### config.mk
export PLATFORM = sky130hd
export DESIGN_NAME = alu_arbiter
export DESIGN_NICKNAME = d
export VERILOG_FILES = /design/src/rtl/alu_arbiter.sv
export SDC_FILE = /design/constraint.sdc
export NUM_CORES = 1
export LEC_CHECK = 0
export BUFFER_PORTS_ARGS = -buffer_cell sky130_fd_sc_hd__buf_2
export CORE_UTILIZATION = 40
export DETAILED_ROUTE_END_ITERATION = 10
export PLACE_DENSITY = 0.83
export SLEW_MARGIN = 25
export SYNTH_ARGS = -nofsm -noshare
export SYNTH_HDL_FRONTEND = slang
export SYNTH_SLANG_ARGS = --single-unit
### constraint.sdc
create_clock -name clk_in -period 1.88 [get_ports clk_in]
set_input_delay 0.188 -clock clk_in [delete_from_list [all_inputs] [get_ports clk_in]]
set_output_delay 0.188 -clock clk_in [all_outputs]
set_load 0.005 [all_outputs]
### src/rtl/alu_arbiter.sv
// alu_arbiter
// Shares one combinational ALU between two requesters. Each accepted request
// becomes one ALU pass, or two passes for a wide multiply (low product byte
// first, then high byte). The result is returned on one shared response
// channel that holds until the consumer takes it.
//
// Ports:
//   clk_in, rst_in              clock, asynchronous active-high reset
//   req{0,1}_valid_in/ready_out request handshake per port
//   req{0,1}_unit_sel_in        ALU unit select
//   req{0,1}_op_sel_in          sub / mul type / right-shift select
//   req{0,1}_wide_in            full 16-bit product (multiply only)
//   req{0,1}_acc_in/src_in      8-bit operands
//   alu_*_out                   registered ALU selects and operands
//   alu_res_in                  combinational ALU result
//   rsp_valid_out/ready_in      response handshake
//   rsp_id_out, rsp_data_out    issuing port and 16-bit result
//   busy_out                    high whenever an operation is in flight
module alu_arbiter (
  input  logic        clk_in,
  input  logic        rst_in,
  input  logic        req0_valid_in,
  output logic        req0_ready_out,
  input  logic [2:0]  req0_unit_sel_in,
  input  logic        req0_op_sel_in,
  input  logic        req0_wide_in,
  input  logic [7:0]  req0_acc_in,
  input  logic [7:0]  req0_src_in,
  input  logic        req1_valid_in,
  output logic        req1_ready_out,
  input  logic [2:0]  req1_unit_sel_in,
  input  logic        req1_op_sel_in,
  input  logic        req1_wide_in,
  input  logic [7:0]  req1_acc_in,
  input  logic [7:0]  req1_src_in,
  output logic [2:0]  alu_unit_sel_out,
  output logic        alu_op_sel_out,
  output logic        alu_mul_seg_sel_out,
  output logic [7:0]  alu_acc_out,
  output logic [7:0]  alu_src_out,
  input  logic [7:0]  alu_res_in,
  output logic        rsp_valid_out,
  input  logic        rsp_ready_in,
  output logic        rsp_id_out,
  output logic [15:0] rsp_data_out,
  output logic        busy_out
);

  typedef enum logic [1:0] {
    IDLE    = 2'd0,
    EXEC    = 2'd1,
    EXEC_HI = 2'd2,
    RESP    = 2'd3
  } state_t;

  localparam logic [2:0] UNIT_MUL = 3'b001;

  state_t      state_q, state_d;
  logic        prio_q, prio_d;
  logic [2:0]  unitSel_q, unitSel_d;
  logic        opSel_q, opSel_d;
  logic        wideEff_q, wideEff_d;
  logic [7:0]  acc_q, acc_d;
  logic [7:0]  src_q, src_d;
  logic        id_q, id_d;
  logic [15:0] rspData_q, rspData_d;
  logic        grant0, grant1;

  // Round-robin grant, only in IDLE. The favoured port wins a tie; a lone
  // requester always wins. Grants are masked while reset is held so that
  // every output reads zero during reset.
  assign grant0 = !rst_in && (state_q == IDLE) && req0_valid_in
                  && (!prio_q || !req1_valid_in);
  assign grant1 = !rst_in && (state_q == IDLE) && req1_valid_in
                  && (prio_q || !req0_valid_in);

  assign req0_ready_out      = grant0;
  assign req1_ready_out      = grant1;
  assign alu_unit_sel_out    = unitSel_q;
  assign alu_op_sel_out      = opSel_q;
  assign alu_acc_out         = acc_q;
  assign alu_src_out         = src_q;
  assign alu_mul_seg_sel_out = (state_q == EXEC_HI);
  assign rsp_valid_out       = (state_q == RESP);
  assign rsp_id_out          = id_q;
  assign rsp_data_out        = rspData_q;
  assign busy_out            = (state_q != IDLE);

  // State, priority, operand and response registers. The ALU is fed only
  // from these registers so its inputs stay constant for a whole pass even
  // if a requester changes its payload after being accepted.
  always_ff @(posedge clk_in or posedge rst_in) begin
    if (rst_in) begin
      state_q   <= IDLE;
      prio_q    <= 1'b0;
      unitSel_q <= 3'b000;
      opSel_q   <= 1'b0;
      wideEff_q <= 1'b0;
      acc_q     <= 8'h00;
      src_q     <= 8'h00;
      id_q      <= 1'b0;
      rspData_q <= 16'h0000;
    end else begin
      state_q   <= state_d;
      prio_q    <= prio_d;
      unitSel_q <= unitSel_d;
      opSel_q   <= opSel_d;
      wideEff_q <= wideEff_d;
      acc_q     <= acc_d;
      src_q     <= src_d;
      id_q      <= id_d;
      rspData_q <= rspData_d;
    end
  end

  // Next-state logic. An accept latches the winning port's payload and
  // hands priority to the other port. EXEC writes the low result byte and
  // either clears the high byte (narrow) or moves on to the high-product
  // pass. RESP holds everything until the consumer takes the response.
  always_comb begin
    state_d   = state_q;
    prio_d    = prio_q;
    unitSel_d = unitSel_q;
    opSel_d   = opSel_q;
    wideEff_d = wideEff_q;
    acc_d     = acc_q;
    src_d     = src_q;
    id_d      = id_q;
    rspData_d = rspData_q;

    case (state_q)
      IDLE: begin
        if (grant1) begin
          state_d   = EXEC;
          prio_d    = 1'b0;
          id_d      = 1'b1;
          unitSel_d = req1_unit_sel_in;
          opSel_d   = req1_op_sel_in;
          wideEff_d = req1_wide_in && (req1_unit_sel_in == UNIT_MUL);
          acc_d     = req1_acc_in;
          src_d     = req1_src_in;
        end else if (grant0) begin
          state_d   = EXEC;
          prio_d    = 1'b1;
          id_d      = 1'b0;
          unitSel_d = req0_unit_sel_in;
          opSel_d   = req0_op_sel_in;
          wideEff_d = req0_wide_in && (req0_unit_sel_in == UNIT_MUL);
          acc_d     = req0_acc_in;
          src_d     = req0_src_in;
        end
      end
      EXEC: begin
        rspData_d[7:0] = alu_res_in;
        if (wideEff_q) begin
          state_d = EXEC_HI;
        end else begin
          rspData_d[15:8] = 8'h00;
          state_d         = RESP;
        end
      end
      EXEC_HI: begin
        rspData_d[15:8] = alu_res_in;
        state_d         = RESP;
      end
      RESP: begin
        if (rsp_ready_in) begin
          state_d = IDLE;
        end
      end
      default: begin
        state_d = IDLE;
      end
    endcase
  end

endmodule

After elaboration in Yosys (flattened, before gate mapping)
Index checks and enable logic that the tools add are counted.

Output and inout bits: 42. Memories kept: 0. Latch bits: 0. RAM bits: 0. Flip-flop bits (word level): 41. Input bits: 55. Logic and storage cells: 59. Bits in read-only memories: 0.

Add/subtract/negate cells: 0. Multiplexer cells: 21. Div/mod/pow operators: 0. $lt $le $gt $ge: 0. Eq/ne operators: 8. Reductions and logical operators: 20. Multiply operators: 0. Shifts and indexed selects: 0. Bitwise gates (word level): 0.

Operator list (count): 8-bit 2-to-1 mux (5); 8-bit one-hot mux with 2 select lines (1); 1-bit 2-to-1 mux (9); 2-bit one-hot mux with 4 select lines (1); 1-bit logical AND (7); 3-bit by 1-bit equality test with 1-bit output (second input constant) (2); 2-bit 2-to-1 mux (3); 3-bit 2-to-1 mux (2); 2-bit AND reduction (3); 2-bit nonzero test (3); 2-bit equality test (second input constant) (2); 1-bit logical NOT (4); 3-bit != test (second input constant) (1); 2-bit by 1-bit equality test with 1-bit output (second input constant) (1); 2-bit logical NOT (1); 1-bit logical OR (2); 2-bit by 1-bit != test with 1-bit output (second input constant) (1); 2-bit != test (second input constant) (1).

Longest topological paths before layout
Depth in word-level cells: 7. Depth in mapped cells: 8. Depth with buffers taken out: 7.

Least setup slack after synthesis
No wires, ideal clock.

Path kind: register -> register. From: register state_q[0]. To: register state_q[0]. Required time: 1.755 ns. Setup slack: 0.260 ns. Clock period less this slack: 1.620 ns. Path buffers: 1. Data arrival time: 1.495 ns. Cell stages (with the launch flop): 8. Library setup time: 0.125 ns. Cell sequence: dfrtp_1 > inv_1 > ha_1 > nor2b_4 > o21a_1 > buf_4 > o22ai_4 > mux2_4.

Longest elaborated chain between the ends: 6. Elaborated cells between the ends (all ways): 14. Those cells by class: 5 x eq/ne; 2 x mux; 7 x reduce/logical.

Ends and longest elaborated chain: start, declared (line 58) `state_t state_q, state_d;`; start signal, assigned (line 104) `state_q <= state_d;`; 2-bit logical NOT (line 72, 74, 131); 1-bit logical AND (line 72, 74); 1-bit logical AND (on tied branches) (line 74, 72); 1-bit logical AND (on tied branches) (line 75, 73); 2-bit 2-to-1 mux or 3-bit != test (tied branches); 2-bit one-hot mux with 4 select lines or 2-bit AND reduction (tied branches).

Parallel ways exist; a longest one is shown, timed or not. A chain may end at the register's enable or synchronous reset.

Worst setup path after layout
From: register state_q[0]. To: output req1_ready_out.

Longest elaborated chain between the ends: 4.

Ends and longest elaborated chain: 2-bit logical NOT (line 74) `assign grant1 = !rst_in && (state_q == IDLE) && req1_valid_in`; 1-bit logical AND (2 in series) (line 74); 1-bit logical AND (line 75) `&& (prio_q || !req0_valid_in);`; end, declared (line 30) `output logic req1_ready_out,`.

Every way passes these cells.

==> results.sh <==
export IMPL_status="finished, violations left"
export IMPL_violations="hold timing"
export IMPL_rsz0062_at_grt="no"
export IMPL_crit_path_end_kind="primary output"
export IMPL_htree_levels=2
export IMPL_synth_avg_cell_area_sq_um=9.76
export IMPL_areaGrowthSynthToFinish_pct=34.7
export IMPL_period_needed_ns=1.75
export IMPL_cts_tree="done"
export IMPL_cts_sinks=41
export IMPL_holdWs_ns=-0.00709
export IMPL_power_switching_uw=1420
export IMPL_clockBufferDepth=2
export IMPL_antenna_found_initial=0
export IMPL_synth_top_cell_by_area="dfrtp_1"
export IMPL_route_vias_total=1790
export IMPL_die_h_um=72.6
export IMPL_reg2reg_slack_ns=0.24
export IMPL_power_frac_clock=0.177
export IMPL_path_class="register to primary output"
export IMPL_slew_violations=0
export IMPL_intPower_uw=2690
export IMPL_synth_area_leaders="dfrtp_1 (52%), nand2_1 (8.5%), a31oi_1 (6.3%)"
export IMPL_nNetsFinal=360
export IMPL_place_gp_congestion=0.786
export IMPL_drive_gt1_frac=0.392
export IMPL_relSlewSlack=0.416
export IMPL_cts_root_buf="clkbuf_8"
export IMPL_initial_core_util=0.419
export IMPL_vdd_drop_max_v=0.000712
export IMPL_clk_pin_slew_ns=0.08
export IMPL_synth_edff_count=0
export IMPL_worstMarginPinSlew_ns=0.870
export IMPL_ios=97
export IMPL_synth_ff_latch_count=41
export IMPL_synth_top_area_share=0.515
export IMPL_n_antenna_cell=0
export IMPL_vias_per_cell=4.86
export IMPL_crit_required_ns=1.69
export IMPL_io_buffers=96
export IMPL_ant_nets=0
export IMPL_cp_max_fo=12
export IMPL_grt_max_degree=44
export IMPL_fin_skew_ns=0.00563
export IMPL_dieArea_sq_um=5270
export IMPL_core_area_sq_um=4750
export IMPL_comb_power_share=0.437
export IMPL_min_path_type="input port to async pin"
export IMPL_clkLatencyLatePin_ns=0.29
export IMPL_syn_inst=204
export IMPL_swShare=0.346
export IMPL_setup_viol=0
export IMPL_post_cts_buffers=0
export IMPL_tns_ns=0
export IMPL_wl_per_cell_um=12.2
export IMPL_power_frac_seq=0.386
export IMPL_p_leak_uw=0.00133
export IMPL_grt_pass1_wl_mm=7.48
export IMPL_yosysMostFrequentCell="nand2_1"
export IMPL_hold_viol=11
export IMPL_grt_overflow_total=0
export IMPL_syn_nets=264
export IMPL_yosys_top_cells_count="nand2_1 (45), dfrtp_1 (41), nor2_1 (23)"
export IMPL_postCtsHoldBufs=0
export IMPL_p_per_area_nw_per_um2=1530
export IMPL_fmax_mhz=570
export IMPL_worst_setup_path_start_kind="register"
export IMPL_syn_area_sq_um=1990
export IMPL_synthArstFlopShare=1.00
export IMPL_synth_main_ff_cell="dfrtp_1"
export IMPL_drc=0
export IMPL_drt_initial_drc_count=57
export IMPL_rows=25
export IMPL_seq_area_frac_synth=0.515
export IMPL_cp_arrival_ns=1.57
export IMPL_maxCapViolCount=0
export IMPL_dp_hpwl_mm=3.27
export IMPL_post_route_period_util=0.933
export IMPL_synth_cell_types=25
export IMPL_yosysWarnings=0
export IMPL_firstDrtPassIters=4
export IMPL_grt_pass1_vias=1670
export IMPL_wl_mm=4.50
export IMPL_die_w_um=72.6
export IMPL_grt_usage=0.185
export IMPL_cts_buffers=5
==> power groups by stage <==
| stage | registers, uW | clock network (uW) | logic [uW] |
|---|---|---|---|
| after detailed placement | 1600 | 0 | 1810 |
| after global placement | 1580 | 0 | 1750 |
| final | 1590 | 730 | 1800 |
| after global routing | 1640 | 788 | 2040 |
| after CTS | 1590 | 748 | 1830 |
| after floorplan | 1620 | 0 | 1070 |
==> final cells by class <==
cell class | count | area [sq um]
flip-flops and latches | 41 | 1030
repair buffers | 102 | 551
clock inverters | 1 | 30.0
inverters | 8 | 37.5
fillers | 454 | 2070
multi-input cells | 141 | 862
repair inverters | 1 | 6.26
well taps | 67 | 83.8
clock buffers | 7 | 86.3
==> worst max-delay path, cell delays in order (launching register included) <==
cell	delay (ns)
dfrtp_1	0.44
inv_2	0.11
ha_1	0.17
nor2b_4	0.19
nand3_4	0.14
inv_8	0.12
buf_2	0.12
==> final timing paths <==
check                                                  from                          end  cells past startpoint
worst max-delay path                 state_q[0]$_DFFE_PP0P_               req1_ready_out                      6
worst min-delay path                                 rst_in       rsp_id_out$_DFFE_PP0P_                      2
max in group asynchronous                            rst_in  rsp_data_out[1]$_DFFE_PP0N_                      3
min in group clk_in                          req0_src_in[0]   alu_src_out[0]$_DFFE_PP0P_                      3
worst min register to register  rsp_data_out[2]$_DFFE_PP0N_  rsp_data_out[2]$_DFFE_PP0N_                      1
worst max register to register       state_q[0]$_DFFE_PP0P_   alu_acc_out[5]$_DFFE_PP0P_                      7
==> repair_timing <==
action / CTS / global route
cloned: 1 / 0
gates resized for setup: 4 / 2
endpoints found under the setup margin: 1 / 3
==> cell usage in the layout, fill, tap and decap left out, types with 2 or more instances in the layout <==
cell type   n
buf_2      96
nand2_1    45
dfrtp_1    41
nor2_1     23
a31oi_1    20
o21ai_1     9
mux2_1      8
mux2i_1     7
a22oi_1     7
clkbuf_8    6
inv_1       5
ha_1        5
nand3_1     4
buf_4       4
nor4bb_1    2
mux2_4      2
buf_12      2
==> logic make-up (layout without fill, tap and decap cells) <==
kind of cell,count (synthesis),in the layout,synth area share
adders and majority gates,5,5,0.0314
muxes,17,17,0.0955
DFF,41,41,0.515
buffers and inverters,22,119,0.0565
and+or+nand+nor,79,79,0.170
AOI/OAI and AO/OA,40,40,0.132
==> flip-flops by register name, summed over array words and instances, names as in the netlist <==
register / flops
rsp_id_out: 1
alu_unit_sel_out: 3
state_q: 2
alu_op_sel_out: 1
alu_acc_out: 8
prio_q: 1
wideEff_q: 1
alu_src_out: 8
rsp_data_out: 16
==> metrics by stage <==
| stage | cells | worst slack, ns | utilization | power (uW) | cell area [sq um] |
|---|---|---|---|---|---|
| 5_1_grt | 368 | 0.0351 | 0.564 | 4470 | 2680 |
| 6_report | 368 | 0.126 | 0.564 | 4120 | 2680 |
| 3_3_place_gp | 359 | 0.252 | 0.535 | 3330 | 2540 |
| 3_5_place_dp | 359 | 0.160 | 0.535 | 3410 | 2540 |
| 4_1_cts | 368 | 0.0526 | 0.564 | 4160 | 2680 |
| 2_1_floorplan | 204 | 0.260 | - | 2690 | 1990 |
==> layer usage <==
layer  GRT usage  wire (um)
met5           0          0
met4      0.0458         44
met3      0.0472        274
met2       0.318       2150
met1       0.232       2030
Power figures use the tool's default switching activity.
